==> src/rtl/bram_port_arbiter_if.sv <==
// Requester handshake and BRAM pin bundle for bram_port_arbiter.
// slave = arbiter side, master = requesters plus the BRAM itself.
interface bram_port_arbiter_if #(
  parameter int ADDR_W = 11,
  parameter int DATA_W = 16
);
  logic              r0_valid, r0_we, r0_lock, r0_ready, r0_rvalid;
  logic [ADDR_W-1:0] r0_addr;
  logic [DATA_W-1:0] r0_wdata, r0_rdata;
  logic              r1_valid, r1_we, r1_lock, r1_ready, r1_rvalid;
  logic [ADDR_W-1:0] r1_addr;
  logic [DATA_W-1:0] r1_wdata, r1_rdata;
  logic              bram_en, bram_we;
  logic [ADDR_W-1:0] bram_addr;
  logic [DATA_W-1:0] bram_wdata, bram_rdata;

  modport slave (
    input  r0_valid, r0_we, r0_lock, r0_addr, r0_wdata,
    output r0_ready, r0_rvalid, r0_rdata,
    input  r1_valid, r1_we, r1_lock, r1_addr, r1_wdata,
    output r1_ready, r1_rvalid, r1_rdata,
    output bram_en, bram_we, bram_addr, bram_wdata,
    input  bram_rdata
  );

  modport master (
    output r0_valid, r0_we, r0_lock, r0_addr, r0_wdata,
    input  r0_ready, r0_rvalid, r0_rdata,
    output r1_valid, r1_we, r1_lock, r1_addr, r1_wdata,
    input  r1_ready, r1_rvalid, r1_rdata,
    input  bram_en, bram_we, bram_addr, bram_wdata,
    output bram_rdata
  );
endinterface

==> src/rtl/bram_port_arbiter.sv <==
// Two-requester round-robin arbiter for one single-port BRAM, with burst locking and read-owner tracking.
// Optional statistics counters are enabled by defining BRAM_ARB_STATS_EN.
module bram_port_arbiter #(
  parameter int ADDR_W    = 11,
  parameter int DATA_W    = 16,
  parameter int RD_LAT    = 1,
  parameter int MAX_BURST = 4
) (
  input  logic               clk,
  input  logic               rst,
  bram_port_arbiter_if.slave bus
`ifdef BRAM_ARB_STATS_EN
  ,
  input  logic               stat_clr,
  output logic [31:0]        stat_r0_cnt,
  output logic [31:0]        stat_r1_cnt,
  output logic [31:0]        stat_conflict_cnt
`endif
);
  localparam int         PD        = RD_LAT + 1;
  localparam logic [7:0] BURST_MAX = 8'(MAX_BURST);

  typedef enum logic [1:0] {LOCK_NONE, LOCK_R0, LOCK_R1} lock_e;

  lock_e             lock_q, lock_d;
  logic              rr_q, rr_d;
  logic [7:0]        burst_q, burst_d, burst_base;
  logic              gnt0, gnt1, force_sw, accept, win_lock, win_we;
  logic [ADDR_W-1:0] win_addr;
  logic [DATA_W-1:0] win_wdata;

  logic              bram_en_q, bram_en_d, bram_we_q, bram_we_d;
  logic [ADDR_W-1:0] bram_addr_q, bram_addr_d;
  logic [DATA_W-1:0] bram_wdata_q, bram_wdata_d;
  logic [PD-1:0]     rd_vld_q, rd_vld_d, rd_own_q, rd_own_d;
  logic [DATA_W-1:0] rdata0_q, rdata0_d, rdata1_q, rdata1_d;
  logic              rvalid0, rvalid1;

  // Burst count keeps running only while the current owner is re-granted; any other grant restarts it.
  always_comb begin
    gnt0       = 1'b0;
    gnt1       = 1'b0;
    force_sw   = 1'b0;
    rr_d       = rr_q;
    burst_base = '0;
    lock_d     = LOCK_NONE;
    burst_d    = '0;
    if (lock_q == LOCK_R0 && bus.r0_valid) begin
      if (burst_q == BURST_MAX && bus.r1_valid) begin
        gnt1     = 1'b1;
        force_sw = 1'b1;
      end else begin
        gnt0       = 1'b1;
        burst_base = burst_q;
      end
    end else if (lock_q == LOCK_R1 && bus.r1_valid) begin
      if (burst_q == BURST_MAX && bus.r0_valid) begin
        gnt0     = 1'b1;
        force_sw = 1'b1;
      end else begin
        gnt1       = 1'b1;
        burst_base = burst_q;
      end
    end else if (bus.r0_valid && bus.r1_valid) begin
      gnt0 = ~rr_q;
      gnt1 = rr_q;
      rr_d = ~rr_q;
    end else begin
      gnt0 = bus.r0_valid;
      gnt1 = bus.r1_valid;
    end
    accept   = gnt0 | gnt1;
    win_lock = gnt1 ? bus.r1_lock : bus.r0_lock;
    if (accept && !force_sw && win_lock) begin
      lock_d  = gnt1 ? LOCK_R1 : LOCK_R0;
      burst_d = (burst_base >= BURST_MAX) ? BURST_MAX : burst_base + 8'd1;
    end
  end

  always_comb begin
    win_we       = gnt1 ? bus.r1_we    : bus.r0_we;
    win_addr     = gnt1 ? bus.r1_addr  : bus.r0_addr;
    win_wdata    = gnt1 ? bus.r1_wdata : bus.r0_wdata;
    bram_en_d    = accept;
    bram_we_d    = accept & win_we;
    bram_addr_d  = accept ? win_addr  : bram_addr_q;
    bram_wdata_d = accept ? win_wdata : bram_wdata_q;
    rd_vld_d     = {rd_vld_q[PD-2:0], accept & ~win_we};
    rd_own_d     = {rd_own_q[PD-2:0], gnt1};
    rvalid0      = rd_vld_q[PD-1] & ~rd_own_q[PD-1];
    rvalid1      = rd_vld_q[PD-1] &  rd_own_q[PD-1];
    rdata0_d     = rvalid0 ? bus.bram_rdata : rdata0_q;
    rdata1_d     = rvalid1 ? bus.bram_rdata : rdata1_q;
  end

  always_ff @(posedge clk) begin
    if (rst) begin
      lock_q       <= LOCK_NONE;
      rr_q         <= 1'b0;
      burst_q      <= '0;
      bram_en_q    <= 1'b0;
      bram_we_q    <= 1'b0;
      bram_addr_q  <= '0;
      bram_wdata_q <= '0;
      rd_vld_q     <= '0;
      rd_own_q     <= '0;
      rdata0_q     <= '0;
      rdata1_q     <= '0;
    end else begin
      lock_q       <= lock_d;
      rr_q         <= rr_d;
      burst_q      <= burst_d;
      bram_en_q    <= bram_en_d;
      bram_we_q    <= bram_we_d;
      bram_addr_q  <= bram_addr_d;
      bram_wdata_q <= bram_wdata_d;
      rd_vld_q     <= rd_vld_d;
      rd_own_q     <= rd_own_d;
      rdata0_q     <= rdata0_d;
      rdata1_q     <= rdata1_d;
    end
  end

  assign bus.r0_ready   = gnt0;
  assign bus.r1_ready   = gnt1;
  assign bus.r0_rvalid  = rvalid0;
  assign bus.r1_rvalid  = rvalid1;
  assign bus.r0_rdata   = rdata0_d;
  assign bus.r1_rdata   = rdata1_d;
  assign bus.bram_en    = bram_en_q;
  assign bus.bram_we    = bram_we_q;
  assign bus.bram_addr  = bram_addr_q;
  assign bus.bram_wdata = bram_wdata_q;

`ifdef BRAM_ARB_STATS_EN
  logic [31:0] st_r0_q, st_r0_d, st_r1_q, st_r1_d, st_cf_q, st_cf_d;

  always_comb begin
    st_r0_d = stat_clr ? '0 : st_r0_q + {31'd0, gnt0};
    st_r1_d = stat_clr ? '0 : st_r1_q + {31'd0, gnt1};
    st_cf_d = stat_clr ? '0 : st_cf_q + {31'd0, bus.r0_valid & bus.r1_valid};
  end

  always_ff @(posedge clk) begin
    if (rst) begin
      st_r0_q <= '0;
      st_r1_q <= '0;
      st_cf_q <= '0;
    end else begin
      st_r0_q <= st_r0_d;
      st_r1_q <= st_r1_d;
      st_cf_q <= st_cf_d;
    end
  end

  assign stat_r0_cnt       = st_r0_q;
  assign stat_r1_cnt       = st_r1_q;
  assign stat_conflict_cnt = st_cf_q;
`endif
endmodule

==> src/flat_wrapper.sv <==
// flat-port wrapper written by rule: the top's interface ports become plain ports
module bram_port_arbiter_flat 
#(
  parameter int ADDR_W    = 11,
  parameter int DATA_W    = 16,
  parameter int RD_LAT    = 1,
  parameter int MAX_BURST = 4
)
  (clk, rst, bus_r0_valid, bus_r0_we, bus_r0_lock, bus_r0_addr, bus_r0_wdata, bus_r0_ready, bus_r0_rvalid, bus_r0_rdata, bus_r1_valid, bus_r1_we, bus_r1_lock, bus_r1_addr, bus_r1_wdata, bus_r1_ready, bus_r1_rvalid, bus_r1_rdata, bus_bram_en, bus_bram_we, bus_bram_addr, bus_bram_wdata, bus_bram_rdata);
  bram_port_arbiter_if #(.ADDR_W(ADDR_W), .DATA_W(DATA_W)) bus_i ();
  input  logic clk;
  input  logic rst;
  input wire logic [$bits(bus_i.r0_valid)-1:0] bus_r0_valid;
  input wire logic [$bits(bus_i.r0_we)-1:0] bus_r0_we;
  input wire logic [$bits(bus_i.r0_lock)-1:0] bus_r0_lock;
  input wire logic [$bits(bus_i.r0_addr)-1:0] bus_r0_addr;
  input wire logic [$bits(bus_i.r0_wdata)-1:0] bus_r0_wdata;
  output wire logic [$bits(bus_i.r0_ready)-1:0] bus_r0_ready;
  output wire logic [$bits(bus_i.r0_rvalid)-1:0] bus_r0_rvalid;
  output wire logic [$bits(bus_i.r0_rdata)-1:0] bus_r0_rdata;
  input wire logic [$bits(bus_i.r1_valid)-1:0] bus_r1_valid;
  input wire logic [$bits(bus_i.r1_we)-1:0] bus_r1_we;
  input wire logic [$bits(bus_i.r1_lock)-1:0] bus_r1_lock;
  input wire logic [$bits(bus_i.r1_addr)-1:0] bus_r1_addr;
  input wire logic [$bits(bus_i.r1_wdata)-1:0] bus_r1_wdata;
  output wire logic [$bits(bus_i.r1_ready)-1:0] bus_r1_ready;
  output wire logic [$bits(bus_i.r1_rvalid)-1:0] bus_r1_rvalid;
  output wire logic [$bits(bus_i.r1_rdata)-1:0] bus_r1_rdata;
  output wire logic [$bits(bus_i.bram_en)-1:0] bus_bram_en;
  output wire logic [$bits(bus_i.bram_we)-1:0] bus_bram_we;
  output wire logic [$bits(bus_i.bram_addr)-1:0] bus_bram_addr;
  output wire logic [$bits(bus_i.bram_wdata)-1:0] bus_bram_wdata;
  input wire logic [$bits(bus_i.bram_rdata)-1:0] bus_bram_rdata;
  assign bus_i.r0_valid = bus_r0_valid;
  assign bus_i.r0_we = bus_r0_we;
  assign bus_i.r0_lock = bus_r0_lock;
  assign bus_i.r0_addr = bus_r0_addr;
  assign bus_i.r0_wdata = bus_r0_wdata;
  assign bus_r0_ready = bus_i.r0_ready;
  assign bus_r0_rvalid = bus_i.r0_rvalid;
  assign bus_r0_rdata = bus_i.r0_rdata;
  assign bus_i.r1_valid = bus_r1_valid;
  assign bus_i.r1_we = bus_r1_we;
  assign bus_i.r1_lock = bus_r1_lock;
  assign bus_i.r1_addr = bus_r1_addr;
  assign bus_i.r1_wdata = bus_r1_wdata;
  assign bus_r1_ready = bus_i.r1_ready;
  assign bus_r1_rvalid = bus_i.r1_rvalid;
  assign bus_r1_rdata = bus_i.r1_rdata;
  assign bus_bram_en = bus_i.bram_en;
  assign bus_bram_we = bus_i.bram_we;
  assign bus_bram_addr = bus_i.bram_addr;
  assign bus_bram_wdata = bus_i.bram_wdata;
  assign bus_i.bram_rdata = bus_bram_rdata;
  bram_port_arbiter #(.ADDR_W(ADDR_W), .DATA_W(DATA_W), .RD_LAT(RD_LAT), .MAX_BURST(MAX_BURST)) u_core (.clk(clk), .rst(rst), .bus(bus_i));
endmodule
==> config.mk <==
export PLATFORM = sky130hd
export DESIGN_NAME = bram_port_arbiter_flat
export DESIGN_NICKNAME = d
export VERILOG_FILES = /design/src/rtl/bram_port_arbiter_if.sv /design/src/rtl/bram_port_arbiter.sv /design/src/flat_wrapper.sv
export SDC_FILE = /design/constraint.sdc
export NUM_CORES = 1
export LEC_CHECK = 0
export ABC_AREA = 1
export CAP_MARGIN = 20
export CORE_MARGIN = 2
export CORE_UTILIZATION = 42
export DETAILED_ROUTE_END_ITERATION = 10
export PLACE_DENSITY_LB_ADDON = 0.15
export SLEW_MARGIN = 20
export SYNTH_ARGS = -nofsm -noshare
export SYNTH_HDL_FRONTEND = slang
export SYNTH_SLANG_ARGS = --single-unit
==> constraint.sdc <==
create_clock -name clk -period 2 [get_ports clk]
set_input_delay 0.4 -clock clk [delete_from_list [all_inputs] [get_ports clk]]
set_output_delay 0.4 -clock clk [all_outputs]
set_load 0.01 [all_outputs]
# [Yosys cells after proc, flatten, opt, wreduce, memory -nomap -nowiden]
# Cells that the tools add are included.
[op_classes] n_reduce_logical=11 addsub=1 magnitude_cmp=1 n_eq_ne=3 muxes=24 bitwise_logic=11
[op_table] op="$mux 16" count=3
[op_table] op="$mux 8" count=4
[op_table] op="$mux 1" count=14
[op_table] op="$mux 11" count=1
[op_table] op="$add 8x1->8 const B" count=1
[op_table] op="$eq 8x3->1 const B" count=1
[op_table] op="$ge 8x3->1 const B" count=1
[op_table] op="$logic_and 1x1->1" count=7
[op_table] op="$not 1->1" count=6
[op_table] op="$and 1x1->1" count=4
[op_table] op="$mux 3" count=1
[op_table] op="$reduce_and 3->1" count=1
[op_table] op="$reduce_or 3->1" count=1
[op_table] op="$eq 2x1->1 const B" count=1
[op_table] op="$eq 2x2->1 const B" count=1
[op_table] op="$mux 2" count=1
[op_table] op="$reduce_or 2->1" count=1
[op_table] op="$logic_not 1->1" count=1
[op_table] op="$or 1x1->1" count=1
[word_totals] reg_bits=76 elab_cells=63

# [Logic depth before layout (Yosys ltp)]
[logic_depth] word_depth=10 depth_mapped=13 ltp_nobuf=12

# [Worst setup path after synthesis]
# Ideal clock, no wire load.
[synth_path] kind="flip-flop to output port" from="reg u_core.rd_vld_q[1]" to="out bus_r0_rdata[10]" t_arrival_ps=1192 required_time_ps=1600 path_buffers=1 path_stages_with_launch=7 path_slack_ps=408 cell_sequence="dfxtp_1 inv_1 nor2_1 clkbuf_1 or2_2 o21ai_0 inv_1"
[synth_via] elab_chain_len=2
[synth_rtl] element="start: declaration" line_no="bram_port_arbiter.sv:35" text="logic [PD-1:0] rd_vld_q, rd_vld_d, rd_own_q, rd_own_d;"
[synth_rtl] element="start signal: assignment" line_no="bram_port_arbiter.sv:117" text="rd_vld_q <= rd_vld_d;"
[synth_rtl] element="$and 1x1->1" line_no="bram_port_arbiter.sv:90" text="rvalid0 = rd_vld_q[PD-1] & ~rd_own_q[PD-1];"
[synth_rtl] element="named net bus_r0_rvalid" line_no="flat_wrapper.sv:19" text="output wire logic [$bits(bus_i.r0_rvalid)-1:0] bus_r0_rvalid;"
[synth_rtl] element="$mux 16" line_no="bram_port_arbiter.sv:92" text="rdata0_d = rvalid0 ? bus.bram_rdata : rdata0_q;"
[synth_rtl] element="end: declaration" line_no="flat_wrapper.sv:20" text="output wire logic [$bits(bus_i.r0_rdata)-1:0] bus_r0_rdata;"
# The timed path passes the listed nets, and every way through them passes these cells.

# [Worst setup path in the final report]
[layout_path] from="reg u_core.rd_vld_q[1]" to="out bus_r0_rdata[4]"
[layout_via] elab_chain_len=2
[layout_rtl] element="$and 1x1->1" line_no="bram_port_arbiter.sv:90"
[layout_rtl] element="$mux 16" line_no="bram_port_arbiter.sv:92"
# No other way between the ends.

==> results.json <==
{
  "start_kind": "register",
  "place_hpwl_mm": 6.02,
  "n_fill_cell": 663,
  "fin_cells": 717,
  "critPathCaptureType": "output pin",
  "critPathKind": "register to output pin",
  "grt-busiest-layer": "met2",
  "area_growth_syn_to_layout_pct": 61.2,
  "firstDrtPassIters": 4,
  "dpl_cell_area_um2": 5070,
  "grt_max_degree": 58,
  "maxCapViolations": 0,
  "worst-endpoint-required_ns": 1.60,
  "reg2reg_setup_slack_ns": 0.19,
  "synth.cell_area_um2": 3300,
  "dp.cells": 698,
  "n_antenna_cell": 0,
  "cp.arrival_ns": 1.53,
  "final_util_pct": 69.3,
  "synth_cells": 434,
  "die_y_um": 92.7,
  "gr-usage-met2_pct": 37.3,
  "synth_top_area_share_pct": 46.0,
  "vdd_drop_max_v": 0.000440,
  "synth_compound_area_share_pct": 16.3,
  "synth_cell_types": 31,
  "dpl_worst_slack_ns": -0.401,
  "antenna_found_initial": 0,
  "cts-root-buf": "clkbuf_8",
  "grtUsageTotal_pct": 20.4,
  "synthMuxAreaShare_pct": 0,
  "synthTopCellsByArea": "dfxtp_1 46%, o21ai_0 8.9%, inv_1 8.5%",
  "synthAdderAreaFrac_pct": 0.379,
  "gr-usage-met1_pct": 22.4,
  "status": "complete, no violations",
  "clock_skew_ns": 0.00860,
  "finalWorstSetupSlack_ns": 0.0705,
  "fmaxAchievable_mhz": 518,
  "initial_utilization_pct": 43.0,
  "reg2reg_depth": 14,
  "vias_per_cell": 4.54,
  "yosysTopAreaCell": "dfxtp_1",
  "fin_crit_sh_pct": 96.5,
  "fin_setup_tns_ns": 0,
  "ctsHoldBuffers": 0,
  "grt_pass1_wl_mm": 13.9,
  "synth_top_family_by_area": "simple AND/OR/NAND/NOR gates",
  "final_common_cell": "clkdlybuf4s50_1",
  "place.gp.congestion": 0.781,
  "finalMaxSlewViolations": 0,
  "whs_path_depth": 2,
  "drive_gt1_share_pct": 32.7,
  "rsz0062_at_grt": "false",
  "hold_viol": 0,
  "clk_pin_slew_ns": 0.07,
  "vias": 3255,
  "port_buffers": 142,
  "synth-simple-area-share_pct": 24.2,
  "totalWireLength_mm": 8.59,
  "synth-seq-cells": 76,
  "clkLatencyLatePin_ns": 0.33,
  "grt_pass1_vias": 3089,
  "cts-buffers-inserted": 9,
  "nets": 689,
  "drt_iter0_drc": 94,
  "cts.sinks": 76,
  "clockBufferDepth": 2,
  "final_cell_mix": "105 x clkdlybuf4s50_1, 73 x dfxtp_1, 72 x inv_1",
  "grt-ovfl-total": 0,
  "hold-worst-slack_ns": 0.399,
  "powerDensity_nw_per_um2": 742,
  "min_period_ns": 1.93,
  "cts_max_level": 3,
  "path_max_fanout": 9,
  "die_w_um": 92.7,
  "p_leak_nw": 2.68,
  "finalSetupViolations": 0,
  "register_area_um2": 1530,
  "wire_per_inst_um": 12.0,
  "yosysSeqAreaShare_pct": 46.0,
  "hold_path_class": "register to register",
  "multiInputGateArea_um2": 1510,
  "stdcell_area_um2": 5330,
  "avgSynthCellArea_um2": 7.61,
  "tritoncts": "done",
  "synth-xor-area-share_pct": 0,
  "coreArea_um2": 7690,
  "rows": 32,
  "drc_errors": 0,
  "io_pins": 143,
  "ant_nets": 0,
  "die-area_um2": 8590,
  "yosys_warnings": 0,
  "p_total_mw": 3.95,
  "grt_util_met3_pct": 5.86
}
[power breakdown]
group	switching [mW]	internal [mW]	total [mW]
logic	0.424	0.486	0.909
clock network	0.544	0.832	1.38
registers	0.0473	1.62	1.67
total	1.01	2.94	3.95
[routing by layer]
layer,up-vias,wire length (um)
met3,12,705
met5,-,0
met4,0,129
met1,1437,3470
li1,1700,-
met2,106,4280
[sequential cells by signal (all words and copies together), names as in the netlist]
signal	flops
u_core.burst_q	8
u_core.bus.bram_wdata	16
u_core.rd_own_q	2
u_core.bus.bram_we	1
u_core.rr_q	1
u_core.bus.bram_addr	11
u_core.rd_vld_q	2
u_core.rdata0_q	16
u_core.lock_q	2
u_core.rdata1_q	16
u_core.bus.bram_en	1
[synthesized netlist by cell type (all sizes together)]
library cell and count:
inv 78, ha 1, nand3 32, a21oi 2, conb 1, nand4 2, nor3 1, o21ai 89
or2 32, o31ai 1, clkbuf 13, a21boi 1, nand2 45, nor2 50, buf 9, dfxtp 76
nor2b 1
[worst paths after layout]
| check | endpoint | from |
|---|---|---|
| hold / removal | u_core.rd_vld_q[1] | u_core.rd_vld_q[0] |
| setup reg to reg | u_core.burst_q[2] | u_core.lock_q[1] |
| hold reg to reg | u_core.rd_vld_q[1] | u_core.rd_vld_q[0] |
| setup / recovery | bus_r0_rdata[4] | u_core.rd_vld_q[1] |
[critical path, cell delays in order, from the launching register on]
cell	delay (ns)
dfxtp_2	0.33
inv_2	0.06
nor2_4	0.05
buf_6	0.14
or2_2	0.28
o21ai_2	0.07
inv_1	0.05
clkdlybuf4s15_1	0.22
[area by class of cell]
cell class,instances,share of cell area [%]
Timing Repair Buffer,183,30.5
Inverter,78,5.59
Tap cell,102,2.40
Multi-Input combinational cell,262,28.4
Clock buffer,10,2.40
Sequential cell,76,28.6
Clock inverter,6,2.11
[cells by family after synthesis]
family,count (synthesis)
simple gates,163
buf+inv,100
compound gates,93
flops,76
fa+ha+maj,1
other cells,1
[what timing repair did]
action / 4_1_cts / 5_1_grt
cloned: 1 / 0
setup endpoints to repair: 39 / 68
resized for setup: 149 / 40
buffers inserted: 1 / 1
pin swaps: 1 / 2
Note: power is estimated with default switching activity, not from simulation.
